## src/rtl/boot_cmd_decoder.sv

```systemverilog
// boot_cmd_decoder: decodes SPI command frames into memory writes/reads, boot control and a sticky error flag.
module boot_cmd_decoder (
    input  logic        CLK,
    input  logic        RST_N,
    input  logic [7:0]  B0,
    input  logic [7:0]  B1,
    input  logic [7:0]  B2,
    input  logic [7:0]  B3,
    input  logic [7:0]  B4,
    input  logic [7:0]  B5,
    input  logic [5:0]  STROBE,
    output logic [31:0] RDATA_OUT,
    output logic [15:0] MEM_ADDR,
    output logic [31:0] MEM_WDATA,
    output logic        MEM_WE,
    output logic        MEM_RE,
    input  logic        MEM_ACK,
    input  logic [31:0] MEM_RDATA,
    output logic        BOOT_HOLD,
    output logic        BOOT_GO,
    output logic        BUSY,
    output logic        ERR
);
    typedef enum logic [1:0] {IDLE, WR, RD} state_t;
    localparam logic [7:0] OP_NOP     = 8'h00;
    localparam logic [7:0] OP_SETADDR = 8'h10;
    localparam logic [7:0] OP_WRITE   = 8'h20;
    localparam logic [7:0] OP_READ    = 8'h30;
    localparam logic [7:0] OP_BOOT    = 8'h50;
    localparam logic [7:0] OP_HALT    = 8'h51;
    localparam logic [7:0] OP_CLRERR  = 8'h60;
    localparam logic [7:0] BOOT_KEY   = 8'hA5;
    state_t      state, state_nx;
    logic [7:0]  opcode, b2_q, b3_q, b4_q;
    logic [15:0] ptr;
    logic [31:0] pend;
    logic        in_frame, pend_v;
    logic        s1, s3, s5, known, ack, rd_ack;
    logic        wr_req, rd_req, sa_req, wr_go, rd_go, sa_go;
    logic        boot_ok, boot_bad, err_set, err_clr, halt;
    assign s1       = STROBE[1] && in_frame;
    assign s3       = STROBE[3] && in_frame;
    assign s5       = STROBE[5] && in_frame;
    assign known    = opcode inside {OP_NOP, OP_SETADDR, OP_WRITE, OP_READ, OP_BOOT, OP_HALT, OP_CLRERR};
    assign BUSY     = state != IDLE;
    assign MEM_WE   = state == WR;
    assign MEM_RE   = state == RD;
    assign ack      = BUSY && MEM_ACK;
    assign rd_ack   = ack && state == RD;
    assign wr_req   = s5 && opcode == OP_WRITE;
    assign rd_req   = s1 && opcode == OP_READ;
    assign sa_req   = s3 && opcode == OP_SETADDR;
    assign wr_go    = wr_req && !BUSY;
    assign rd_go    = rd_req && !BUSY;
    assign sa_go    = sa_req && !BUSY;
    assign boot_ok  = s1 && opcode == OP_BOOT && B1 == BOOT_KEY;
    assign boot_bad = s1 && opcode == OP_BOOT && B1 != BOOT_KEY;
    assign halt     = s1 && opcode == OP_HALT;
    assign err_clr  = s1 && opcode == OP_CLRERR;
    assign err_set  = (BUSY && (wr_req || rd_req || sa_req)) || (s1 && !known) || boot_bad;
    always_ff @(posedge CLK or negedge RST_N)
        if (!RST_N) state <= IDLE;
        else state <= state_nx;
    always_comb begin
        state_nx = ack ? IDLE : wr_go ? WR : rd_go ? RD : state;
    end
    always_ff @(posedge CLK or negedge RST_N) begin
        if (!RST_N) begin
            opcode    <= OP_NOP;
            in_frame  <= 1'b0;
            b2_q      <= '0;
            b3_q      <= '0;
            b4_q      <= '0;
            ptr       <= '0;
            MEM_ADDR  <= '0;
            MEM_WDATA <= '0;
            RDATA_OUT <= '0;
            pend      <= '0;
            pend_v    <= 1'b0;
            ERR       <= 1'b0;
            BOOT_GO   <= 1'b0;
            BOOT_HOLD <= 1'b1;
        end else begin
            if (STROBE[0]) begin
                opcode   <= B0;
                in_frame <= 1'b1;
            end else if (STROBE[5]) begin
                in_frame <= 1'b0;
            end
            if (STROBE[2]) b2_q <= B2;
            if (STROBE[3]) b3_q <= B3;
            if (STROBE[4]) b4_q <= B4;
            if (sa_go) ptr <= {b2_q, B3};
            else if (ack) ptr <= ptr + 16'd1;
            if (wr_go || rd_go) MEM_ADDR <= ptr;
            if (wr_go) MEM_WDATA <= {b2_q, b3_q, b4_q, B5};
            // readback must not move under a frame being shifted out; park it until the next opcode byte
            if (rd_ack && (STROBE[0] || !in_frame)) begin
                RDATA_OUT <= MEM_RDATA;
                pend_v    <= 1'b0;
            end else if (rd_ack) begin
                pend   <= MEM_RDATA;
                pend_v <= 1'b1;
            end else if (STROBE[0] && pend_v) begin
                RDATA_OUT <= pend;
                pend_v    <= 1'b0;
            end
            ERR     <= err_set || (ERR && !err_clr);
            BOOT_GO <= boot_ok;
            if (boot_ok) BOOT_HOLD <= 1'b0;
            else if (halt) BOOT_HOLD <= 1'b1;
        end
    end
endmodule
```

## config.mk

```make
export PLATFORM = sky130hd
export DESIGN_NAME = boot_cmd_decoder
export DESIGN_NICKNAME = d
export VERILOG_FILES = /design/src/rtl/boot_cmd_decoder.sv
export SDC_FILE = /design/constraint.sdc
export NUM_CORES = 1
export LEC_CHECK = 0
export BUFFER_PORTS_ARGS = -buffer_cell sky130_fd_sc_hd__buf_4
export CELL_PAD_IN_SITES_DETAIL_PLACEMENT = 1
export CELL_PAD_IN_SITES_GLOBAL_PLACEMENT = 2
export CORE_AREA = 10 10 182 150
export CTS_CLUSTER_SIZE = 12
export DETAILED_ROUTE_END_ITERATION = 8
export DIE_AREA = 0 0 192 160
export HOLD_SLACK_MARGIN = 0.15
export PLACE_DENSITY = 0.81
export SLEW_MARGIN = 20
export SYNTH_ARGS = -nofsm -noshare
export SYNTH_HDL_FRONTEND = slang
export SYNTH_SLANG_ARGS = --single-unit
```

## constraint.sdc

```tcl
create_clock -name CLK -period 3.2 [get_ports CLK]
set_clock_uncertainty 0.05 [all_clocks]
set_input_delay 0.32 -clock CLK [delete_from_list [all_inputs] [get_ports CLK]]
set_output_delay 0.32 -clock CLK [all_outputs]
set_load 0.05 [all_outputs]
```

==> flow_metrics.py, run 1 <==
metrics = {
    "layout": {
        "fin_area_um2": 10100,
        "stdcell_count": 1123,
        "nets": 882,
        "area_growth_pct": 43.9,
        "fill_cells": 2512,
        "drive_above_1_share_pct": 42.0,
        "diodes": 0,
    },
    "timing": {
        "period_share_pct": 70.4,
        "drv_slew": 0,
        "hold_violations": 0,
        "maxSlewHeadroom_pct": 49.2,
        "max_freq_mhz": 444,
        "setup_viol": 0,
        "period_needed_ns": 2.25,
        "rsz0062_at_grt": "no",
        "tightest_slew_ns": 0.761,
        "tns_ns": 0,
        "whs_ns": 0.172,
    },
    "clocking": {
        "cts_tree": "built",
        "clk_pin_slew_ns": 0.08,
        "clk_latency_ns": 0.43,
        "cts_root_buf": "clkbuf_16",
        "clkSinkCount": 167,
        "cts_setup_buffers": 0,
        "cts_buffers": 17,
        "cts.path.max_buffers": 2,
        "ctsResizeCount": 0,
        "htree_levels": 4,
    },
    "logic_synthesis": {
        "synth.top_cell.area_share_pct": 59.2,
        "synth_top_cell_by_area": "dfrtp_1",
        "ys_warn_count": 0,
        "synth_seq_cells": 167,
        "ys_top_cells_by_area": "dfrtp_1 (59%), mux2_2 (18%), mux2i_1 (5.3%)",
        "synthesis.area_um2": 7010,
        "synth_cells": 537,
        "ys_types": 43,
        "synth.net_count": 627,
        "synth-async-reset-ratio_pct": 100,
        "synthFlopType": "dfrtp_1",
        "synth_edf_count": 0,
        "ys_seq_area_share_pct": 59.6,
        "syn_area_per_cell_um2": 13.1,
    },
    "power_and_ir_drop": {
        "power.total_w": 0.00557,
        "power.density_nw_per_um2": 552,
        "p_leak_nw": 4.94,
        "vdd.ir_drop.worst_v": 0.000247,
    },
    "placement": {
        "dp_cells": 1015,
        "place_congestion": 0.770,
        "dp_hpwl_um": 14200,
        "placed_cell_area_um2": 8720,
        "port_buffers": 174,
    },
    "floorplan": {
        "die_h_um": 160,
        "dieWidth_um": 192,
        "rows": 51,
        "die-area_um2": 30700,
        "core_area_um2": 23800,
        "io_pins": 175,
        "start_util_pct": 29.5,
    },
    "grt": {
        "grt_pass1_vias": 5908,
        "grt_max_degree": 74,
        "grt_pass1_wl_um": 33100,
        "antenna_found_initial": 0,
        "grtUsageTotal_pct": 13.5,
        "grt.overflow.total": 0,
    },
    "outcome": {
        "status": "finished, final reports clean",
    },
    "critical_path": {
        "start_kind": "flip-flop",
        "crit_path_top_delay_cell": "or4_4",
        "required_ns": 3.47,
        "timing_worst_setup_path_type": "reg -> reg",
        "cp_max_fo": 16,
        "crit_arrival_ns": 2.52,
        "slowest_delay_ns": 0.58,
        "crit_chain": "or4_4 > or3_4 > nor3_4 > buf_4 > mux2_2",
        "end_kind": "flip-flop",
    },
    "drt": {
        "vias_per_cell": 4.73,
        "wire_per_inst_um": 18.3,
        "first_iter_violations": 258,
        "num_vias": 5311,
        "postRouteAntennaNets": 0,
        "drt-total-wl_um": 20600,
        "drc": 0,
        "dr.pass1.iters": 5,
    },
    "run": {
        "cap_violations": 0,
    },
    "min_path": {
        "hold_path_class": "in -> reg",
    },
}
-- stage by stage --
stage                     utilization (%)  setup WS, ns
final                                42.4         0.948
after detailed placement             36.7         0.948
after global routing                 42.4         0.848
after floorplan                         -         0.986
after CTS                            42.4         0.943
after global placement               36.7         0.968
-- synth_stat cells, drive strengths merged, types with 2 or more instances --
| library cell | number |
|---|---|
| nand4 | 7 |
| nor4bb | 2 |
| or4 | 2 |
| buf | 11 |
| dfrtp | 166 |
| o21ai | 49 |
| nor4 | 5 |
| nor2 | 9 |
| nand3 | 6 |
| nand4b | 3 |
| a21oi | 3 |
| nand2b | 3 |
| nor3b | 2 |
| mux2i | 37 |
| a221o | 9 |
| mux2 | 111 |
| inv | 11 |
| nor3 | 12 |
| o31ai | 2 |
| or3 | 2 |
| xor2 | 2 |
| clkbuf | 15 |
| nand2 | 51 |
| xnor2 | 3 |
| o21a | 2 |
-- state kept, by name, indices dropped and copies added, names as in the netlist, 2 cells and up --
register   count
MEM_WDATA     32
ptr           16
pend          32
RDATA_OUT     32
state          2
b4_q           8
b2_q           8
opcode         8
b3_q           8
MEM_ADDR      16
-- logic make-up after synthesis --
family	Yosys count	synth area share [%]
adder cells (fa/ha/maj)	1	0.178
buffers and inverters	37	2.52
flip-flops	167	59.6
multiplexers	148	23.1
AND/OR/NAND/NOR	106	7.58
XOR/XNOR	5	0.625
AO/OA/AOI/OAI	73	6.37
-- metal layers --
layer	global-route usage, %	vias up	part of all wire (%)
li1	-	2451	-
met1	16.9	2717	44
met2	21.7	128	49
met3	4.88	15	6.4
met4	3.10	0	0.99
met5	0	-	0
-- power breakdown --
| part | internal, W | switching [W] |
|---|---|---|
| clock | 0.00112 | 0.000981 |
| combinational | 0.000404 | 0.000584 |
| sequential | 0.00230 | 0.000176 |
-- worst max-delay path: cells and delay by family, from the launching register on --
family	cells	cell delay (ns)
mux	1	0.37
flops	1	0.39
buf+inv	1	0.26
simple gates	3	1.07
-- area by class of cell --
type | instances | area (um2) | area share (%)
clock buffer | 17 | 425 | 4.22
multi-input combinational | 333 | 2680 | 26.5
timing repair buffer | 262 | 2190 | 21.7
inverter | 11 | 41.3 | 0.409
sequential | 167 | 4180 | 41.4
clock inverter | 15 | 183 | 1.81
tap | 318 | 398 | 3.94
-- path summary, 6_finish.rpt --
path	start	endpoint	slack [ns]	depth (start not counted)
worst max-delay path	opcode[1]$_DFFE_PN0P_	MEM_ADDR[9]$_DFFE_PN0P_	0.95	5
worst min-delay path	STROBE[4]	b4_q[2]$_DFFE_PN0P_	0.17	2
worst max register to register	opcode[1]$_DFFE_PN0P_	MEM_ADDR[9]$_DFFE_PN0P_	0.95	5
worst min register to register	b3_q[0]$_DFFE_PN0P_	MEM_WDATA[16]$_DFFE_PN0P_	0.45	1
max in group asynchronous	RST_N	BOOT_HOLD$_DFFE_PN1P_	1.78	3
min in group asynchronous	RST_N	MEM_ADDR[11]$_DFFE_PN0P_	0.40	2
-- placed cells by master, fill, tap and decap left out, types with 3 or more instances in the layout --
cell type and n:
nor4_1 5, mux2i_1 37, mux2_2 111, inv_8 4, o21ai_0 48, nand2b_1 3, nand3_1 6, nand4_1 7
nand4b_1 3, a221o_1 9, xnor2_1 3, nor3_1 9, buf_4 183, clkinv_8 3, clkbuf_16 17, dfrtp_1 166
nand2_1 50, nor2_1 9, dlygate4sd3_1 76, inv_1 11, inv_6 4
-- repair_timing --
action,CTS,global route
hold buffers,76,0
endpoints found under the setup margin,0,0
endpoints found under the hold margin,182,0
Note: power is estimated with default switching activity, not from simulation.
==> run 2: changes to the inputs <==
Clock period 3.2 ns to 2.2 ns, I/O delays scaled along.
==> run 2 against run 1 <==
  * Flip-flop and latch count is the same
  * Maximum frequency rose by 1.2%
  * Power is 48% higher
  * The flow now finishes with violations (negative setup slack)
==> flow_metrics.py, run 2 (synthesis gave the netlist of run 1 again) <==
metrics = {
    "clocking": {
        "cts_root_buf": "clkbuf_16",
        "clk_pin_slew_ns": 0.07,
        "cts.path.max_buffers": 2,
        "cts_buffers": 17,
        "clkSinkCount": 167,
        "cts_tree": "built",
        "clk_latency_ns": 0.43,
        "htree_levels": 4,
    },
    "timing": {
        "maxSlewHeadroom_pct": 63.8,
        "rsz0062_at_grt": "yes",
        "setup_viol": 12,
        "fin_ws_ns": -0.0253,
        "max_freq_mhz": 449,
        "period_share_pct": 101,
        "drv_slew": 0,
        "hold_violations": 0,
        "period_needed_ns": 2.23,
        "tightest_slew_ns": 0.543,
        "whs_ns": 0.168,
    },
    "critical_path": {
        "required_ns": 2.45,
        "cp_max_fo": 8,
        "path_depth": 6,
        "crit_path_top_delay_cell": "or4_4",
        "r2r_cells": 6,
        "crit_arrival_ns": 2.48,
        "timing_worst_setup_path_type": "reg -> reg",
        "slowest_delay_ns": 0.54,
        "end_kind": "flip-flop",
        "crit_chain": "or4_4 > or3_4 > nor3_4 > buf_4 > buf_12 > mux2_2",
        "critical-path-top-delay-family": "simple AND/OR/NAND/NOR gates",
        "start_kind": "flip-flop",
        "critPathBufInv": 2,
    },
    "floorplan": {
        "start_util_pct": 29.5,
        "die-area_um2": 30700,
        "core_area_um2": 23800,
        "dieWidth_um": 192,
        "die_h_um": 160,
        "io_pins": 175,
        "rows": 51,
    },
    "layout": {
        "nets": 933,
        "diodes": 0,
        "final_cell_mix": "buf_4 (196), dfrtp_1 (166), dlygate4sd3_1 (105)",
        "drive_above_1_share_pct": 42.2,
        "layout_commonest_cell": "buf_4",
        "stdcell_count": 1174,
        "top_regs": "MEM_WDATA (32), RDATA_OUT (32), pend (32)",
        "area_growth_pct": 52.5,
    },
    "power_and_ir_drop": {
        "combPwrFrac_pct": 19.5,
        "power.density_nw_per_um2": 773,
        "p_leak_nw": 5.23,
        "p_sw_share_pct": 31.3,
        "vdd.ir_drop.worst_v": 0.000360,
        "p_sw_w": 0.00259,
        "seqPwrFrac_pct": 43.1,
        "clkPwrFrac_pct": 37.4,
        "p_int_w": 0.00568,
    },
    "outcome": {
        "violations": "negative setup slack",
        "status": "finished, violations left",
    },
    "min_path": {
        "hold_path_depth": 4,
        "hold_path_class": "in -> reg",
    },
    "drt": {
        "dr.pass1.iters": 4,
        "dr_wl_met3_um": 1440,
        "postRouteAntennaNets": 0,
        "num_vias": 5429,
        "dr_wl_met2_um": 10900,
        "wire_per_inst_um": 18.6,
        "drc": 0,
        "drt-total-wl_um": 21800,
        "first_iter_violations": 282,
        "maxUsedRoutingLayer": "met4",
        "wl_met1_um": 9280,
        "vias_per_cell": 4.62,
    },
    "grt": {
        "grt_pass1_wl_um": 34700,
        "grt.overflow.total": 0,
        "grtUsageTotal_pct": 14.2,
        "grt_max_degree": 47,
        "antenna_found_initial": 0,
        "grt_pass1_vias": 6008,
    },
    "placement": {
        "dp_hpwl_um": 14700,
        "port_buffers": 174,
        "dp_cells": 1030,
        "place_congestion": 0.726,
    },
    "run": {
        "cap_violations": 0,
    },
}
==> run 2: cell types whose count changed in the layout (fill, tap and decap cells not counted), sizes merged <==
cell,delta
buf,+21
clkbuf,+1
clkinv,+2
clkinvlp,-2
dlygate4sd3,+29
==> run 2: final cells by class <==
cell class / instances / area (um2)
inverters: 11 / 41.3
fillers: 2473 / 13100
multi-input cells: 333 / 2710
clock buffers: 17 / 425
flip-flops and latches: 167 / 4180
repair buffers: 313 / 2750
clock inverters: 15 / 183
well taps: 318 / 398
==> run 2: worst reg2reg max path, stage by stage (launching register included) <==
cell	delay (ns)
dfrtp_1	0.38
or4_4	0.54
or3_4	0.38
nor3_4	0.15
buf_4	0.15
buf_12	0.12
mux2_2	0.34
==> run 2: per-stage QoR <==
stage | cell area, um2 | total power (W) | utilization (%) | worst slack, ns | setup TNS (ns)
after floorplan | 7010 | 0.00439 | - | -0.0143 | -0.143
after global placement | 8920 | 0.00501 | 37.5 | 0.0404 | 0
after detailed placement | 8920 | 0.00505 | 37.5 | 0.0125 | 0
after CTS | 10600 | 0.00835 | 44.5 | 0.00187 | 0
after global routing | 10700 | 0.00867 | 44.9 | -0.0900 | -1.05
final | 10700 | 0.00827 | 44.9 | -0.0253 | -0.0893
==> run 2: path summary, 6_finish.rpt <==
path | slack, ns | startpoint | to
min reg2reg | 0.46 | b3_q[3]$_DFFE_PN0P_ | MEM_WDATA[19]$_DFFE_PN0P_
min | 0.17 | B1[6] | ERR$_DFF_PN0_
max in group asynchronous | 1.21 | RST_N | RDATA_OUT[14]$_DFFE_PN0P_
max reg2reg | -0.03 | opcode[1]$_DFFE_PN0P_ | MEM_ADDR[1]$_DFFE_PN0P_
max | -0.03 | opcode[1]$_DFFE_PN0P_ | MEM_ADDR[1]$_DFFE_PN0P_
min in group asynchronous | 0.27 | RST_N | MEM_ADDR[12]$_DFFE_PN0P_
==> run 2: timing repair <==
item / 4_1_cts / 5_1_grt
hold endpoints to repair: 284 / 0
endpoints found under the setup margin: 1 / 17
buffers inserted: 0 / 6
pin swaps: 0 / 1
resized for setup: 1 / 9
hold buffers: 106 / 0
cloned: 0 / 1
==> run 2: power groups by stage <==
stage	clock network [W]	registers (W)	logic [W]
detailed placement	0	0.00362	0.00142
global route	0.00333	0.00361	0.00173
finish	0.00309	0.00357	0.00161
CTS	0.00318	0.00357	0.00160
global placement	0	0.00361	0.00140
floorplan	0	0.00404	0.000347
==> run 2: routing by layer <==
metal  up-vias  GRT usage [%]
li1       2544              -
met1      2739           17.1
met2       128           23.7
met3        18           4.96
met4         0           3.13
met5         -              0
